[src/rtl/regfile_wb_scheduler.sv]
// Writeback port scheduler: round-robin ALU/LSU arbitration into one registered
// register-file write port, plus a pending-write scoreboard for decode hazards.
module regfile_wb_scheduler #(
    parameter int XLEN = 32,
    parameter int AW   = 5
) (
    input  logic            clk,
    input  logic            rst_n,
    input  logic            alu_valid,
    output logic            alu_ready,
    input  logic [AW-1:0]   alu_rd,
    input  logic [XLEN-1:0] alu_data,
    input  logic            lsu_valid,
    output logic            lsu_ready,
    input  logic [AW-1:0]   lsu_rd,
    input  logic [XLEN-1:0] lsu_data,
    output logic            rf_we,
    output logic [AW-1:0]   rf_addr,
    output logic [XLEN-1:0] rf_wdata,
    input  logic            iss_valid,
    input  logic [AW-1:0]   iss_rd,
    input  logic [AW-1:0]   chk_rs1,
    input  logic [AW-1:0]   chk_rs2,
    output logic            rs1_pending,
    output logic            rs2_pending
);
    localparam int NREG = 1 << AW;

    logic            r_last_lsu;
    logic [NREG-1:0] r_pending;
    logic            w_alu_xfer;
    logic            w_lsu_xfer;
    logic            w_xfer;
    logic            w_write;
    logic [AW-1:0]   w_rd;
    logic [XLEN-1:0] w_data;
    logic [NREG-1:0] w_pending_nxt;

    // Under contention the source that did not win last time goes first.
    assign alu_ready  = alu_valid && (!lsu_valid || r_last_lsu);
    assign lsu_ready  = lsu_valid && (!alu_valid || !r_last_lsu);
    assign w_alu_xfer = alu_valid && alu_ready;
    assign w_lsu_xfer = lsu_valid && lsu_ready;
    assign w_xfer     = w_alu_xfer || w_lsu_xfer;
    assign w_rd       = w_lsu_xfer ? lsu_rd : alu_rd;
    assign w_data     = w_lsu_xfer ? lsu_data : alu_data;
    assign w_write    = w_xfer && (w_rd != '0);

    always_comb begin
        w_pending_nxt = r_pending;
        if (rf_we) begin
            w_pending_nxt[rf_addr] = 1'b0;
        end
        // A fresh issue outranks the retiring write to the same register.
        if (iss_valid && (iss_rd != '0)) begin
            w_pending_nxt[iss_rd] = 1'b1;
        end
    end

    always_ff @(posedge clk) begin
        if (!rst_n) begin
            rf_we      <= 1'b0;
            rf_addr    <= '0;
            rf_wdata   <= '0;
            r_last_lsu <= 1'b1;
            r_pending  <= '0;
        end else begin
            rf_we <= w_write;
            if (w_write) begin
                rf_addr  <= w_rd;
                rf_wdata <= w_data;
            end
            if (w_xfer) begin
                r_last_lsu <= w_lsu_xfer;
            end
            r_pending <= w_pending_nxt;
        end
    end

    // Entry 0 is never set, the explicit guard just keeps x0 reads obviously clean.
    assign rs1_pending = (chk_rs1 != '0) && r_pending[chk_rs1];
    assign rs2_pending = (chk_rs2 != '0) && r_pending[chk_rs2];

endmodule

[config.mk]
export PLATFORM = sky130hd
export DESIGN_NAME = regfile_wb_scheduler
export DESIGN_NICKNAME = d
export VERILOG_FILES = /design/src/rtl/regfile_wb_scheduler.sv
export SDC_FILE = /design/constraint.sdc
export NUM_CORES = 1
export LEC_CHECK = 0
export CAP_MARGIN = 20
export CORE_MARGIN = 2
export CORE_UTILIZATION = 44
export DETAILED_ROUTE_END_ITERATION = 8
export GPL_ROUTABILITY_DRIVEN = 0
export MAX_ROUTING_LAYER = met4
export PLACE_DENSITY = 0.78
export SKIP_CTS_REPAIR_TIMING = 1
export SYNTH_ARGS = -nofsm -noshare
export SYNTH_HDL_FRONTEND = slang
export SYNTH_SLANG_ARGS = --single-unit
[constraint.sdc]
create_clock -name clk -period 1.8 [get_ports clk]
set_input_delay 0.27 -clock clk [delete_from_list [all_inputs] [get_ports clk]]
set_output_delay 0.27 -clock clk [all_outputs]
set_load 0.01 [all_outputs]
==> out/qor.csv <==
stage,metric,value,unit
outcome,status,"complete, but fails checks",
outcome,failing checks,setup timing,
final_layout,register area,0.001408,sq mm
timing,post-layout min period,1.974,ns
floorplan,Rows,34,
worst_setup_path,crit path capture type,primary output,
global_route,initial antenna violation count,0,
power,Max VDD drop,465.3,uV
yosys,"Seq/Total Area, Yosys",0.3563,
floorplan,Core ar.,0.008678,sq mm
timing,Worst Tran Pin Value,0.4411,ns
hold_path,Worst Hold Depth,2,
worst_setup_path,arrival time of the worst setup path,1.70,ns
global_route,GRT Residual Overflow,0,
floorplan,I/O pins,136,
timing,final setup fails,2,
yosys,synthesized area per cell,9.167,sq um
clock_tree,H-tree depth,3,
timing,clock skew,0.008343,ns
hold_path,worst hold endpoint,r_last_lsu$_SDFFE_PN1P_,
routing,Initial DRC Count,218,
timing,Final Hold Vio Count,0,
floorplan,Initial Utilization,0.4531,
final_layout,Post-layout nets,675,
placement,Port Buffer Count,135,
worst_setup_path,Startpoint Class,flop,
routing,Met2 Routed Length,5802,um
clock_tree,CTS tree,done,
routing,drt wl/cell,16.45,um
clock_tree,Sink Count,70,
routing,DR vias,3858,
run,total of max-cap violations,0,
timing,Max Freq,506.5,MHz
yosys,Post-Synthesis Cells,429,
routing,drt first pass iters,4,
power,pwr dens,703.2,mW/mm^2
final_layout,Fillers,689,
yosys,syn_nets,523,
worst_setup_path,worst reg2reg path endpoint,rf_wdata[15]$_SDFFE_PN0P_,
hold_path,Hold WC Path Type,in -> reg,
timing,final setup margin,-0.1743,ns
worst_setup_path,peak fanout along the critical path,3,
routing,Antenna Nets Post-Route,0,
clock_tree,Inserted Clock Buffers,9,
final_layout,final instance area,0.005819,sq mm
final_layout,share of cells above drive strength 1,0.2014,
clock_tree,Clock Latency Late Sink,0.33,ns
worst_setup_path,cell family with most CP delay,multiplexers,
timing,Fin Hold WS,0.3111,ns
placement,dpl cell area,0.005505,sq mm
final_layout,post-layout util,0.6706,
routing,DRC Markers,0,
timing,RSZ-0062 raised after global routing,yes,
yosys,warnings from Yosys,0,
worst_setup_path,Critical path buffers and inverters,1,
routing,wire length on met3,972,um
final_layout,Layout area overhead,47.98,%
clock_tree,"CTS clk-pin slew, worst paths",0.07,ns
worst_setup_path,FF-to-FF path depth,5,
power,Leakage,2.273,nW
worst_setup_path,Crit path largest cell delay,0.50,ns
timing,Slew HR,0.7053,
routing,Met1 Wirelength,4473,um
worst_setup_path,Crit Path Class,reg -> out,
placement,post-DP HPWL,8635,um
worst_setup_path,critical path required time,1.53,ns
worst_setup_path,reg2reg start,r_last_lsu$_SDFFE_PN1P_,
final_layout,"commonest non-fill, non-tap cell in the layout",clkdlybuf4s50_1,
global_route,vias in the first global route,3845,
timing,Tcrit/Tclk final,1.097,
floorplan,full die area,0.009710,sq mm
global_route,GRT Overall Usage,0.2372,
routing,total routed wirelength,11410,um
worst_setup_path,CP max stage cell,mux4_2,
clock_tree,clock root buffer,clkbuf_8,
clock_tree,maximum clock insertion buffer count,2,
global_route,largest net degree at the start of global routing,34,
final_layout,most frequent cells in the layout,"122 x clkdlybuf4s50_1, 107 x nand2_1, 65 x dfxtp_1",
final_layout,final antenna diode count,0,
floorplan,Die W,98.54,um
hold_path,Hold Crit Start,rst_n,
floorplan,die height,98.54,um
yosys,synthesized flop and latch total,70,
final_layout,multi-input logic area,0.002357,sq mm
worst_setup_path,CP Cell Sequence,mux4_2 > o32ai_4 > nor4_2 > buf_2,
routing,top layer used by detailed routing,met4,
yosys,post-synth cell types,36,
timing,fin. max-slew vios,0,
global_route,global-route wire length before repair,18130,um
timing,setup tns final,-0.3315,ns
yosys,cell area after synthesis,0.003933,sq mm
routing,Via density,5.559,
placement,pre-CTS setup slack,-0.8904,ns
worst_setup_path,FF-to-FF setup slack,0.26,ns
==> report_power, final <==
part | switching (mW) | total [mW] | internal [mW] | leakage [nW]
Sequential | 0.0597 | 1.69 | 1.63 | 0.577
Combinational | 0.389 | 0.945 | 0.556 | 1.58
Clock | 0.561 | 1.45 | 0.893 | 0.120
Total | 1.01 | 4.09 | 3.08 | 2.27
==> synthesized netlist by cell type, drive strengths merged <==
| cell type | number | share of area |
|---|---|---|
| nand2 | 107 | 0.10 |
| dfxtp | 70 | 0.36 |
| mux2i | 44 | 0.11 |
| mux2 | 33 | 0.094 |
| a21oi | 32 | 0.041 |
| o21ai | 31 | 0.039 |
| buf | 15 | 0.035 |
| clkbuf | 13 | 0.012 |
| mux4 | 12 | 0.076 |
| nor2 | 10 | 0.0095 |
| nand3b | 7 | 0.013 |
| inv | 6 | 0.0057 |
| a31o | 5 | 0.011 |
| nand2b | 5 | 0.0080 |
| and3 | 4 | 0.0064 |
| nand3 | 4 | 0.0051 |
| nor3b | 4 | 0.0076 |
| nor4 | 4 | 0.0095 |
| and3b | 3 | 0.0067 |
| nor3 | 3 | 0.0038 |
| a2111oi | 2 | 0.014 |
| o211ai | 2 | 0.0038 |
| o22ai | 2 | 0.0032 |
| o31ai | 2 | 0.0038 |
| o32ai | 2 | 0.0045 |
| or3 | 2 | 0.0032 |
| a21boi | 1 | 0.0029 |
| and2 | 1 | 0.0016 |
| o221ai | 1 | 0.0038 |
| or2 | 1 | 0.0016 |
| or3b | 1 | 0.0022 |
==> state kept, by name, indices dropped and copies added (netlist names) <==
signal and cells:
r_last_lsu 1, rf_addr 5, r_pending 31, rf_we 1, rf_wdata 32
==> final cells by class <==
type,count,area share
Clock buffer,13,0.02903
Clock inverter,3,0.01118
Inverter,6,0.003870
Multi-Input combinational cell,325,0.4051
Sequential cell,70,0.2419
Tap cell,108,0.02322
Timing Repair Buffer,169,0.2857
==> cells by family after synthesis <==
family / count (synthesis) / share of synthesized area
and+or+nand+nor: 156 / 0.1807
muxes: 89 / 0.2829
AOI/OAI and AO/OA: 80 / 0.1273
DFF: 70 / 0.3563
buffers and inverters: 34 / 0.05282
==> metal layers <==
metal / GRT usage / up-vias
met5: - / -
met4: 0.07271 / 0
met3: 0.06383 / 17
met2: 0.4061 / 178
met1: 0.2721 / 1832
li1: - / 1831
==> worst max-delay path by stage <==
stage / start / end / slack, ns / cells after the start
2_1_floorplan: chk_rs1[2] / rs1_pending / 0.19 / 4
3_3_place_gp: chk_rs2[2] / rs2_pending / -0.85 / 5
3_5_place_dp: chk_rs2[2] / rs2_pending / -0.89 / 5
4_1_cts: chk_rs2[2] / rs2_pending / -0.90 / 5
5_1_grt: r_pending[23]$_SDFF_PN0_ / rs1_pending / -0.24 / 4
6_report: r_pending[23]$_SDFF_PN0_ / rs1_pending / -0.17 / 4
==> per-stage QoR <==
step	power, mW	std cells
final	4.092	694
after CTS	4.093	691
after global routing	4.250	694
after global placement	2.631	675
after floorplan	2.149	429
after detailed placement	2.651	675
Note: power is estimated with default switching activity, not from simulation.
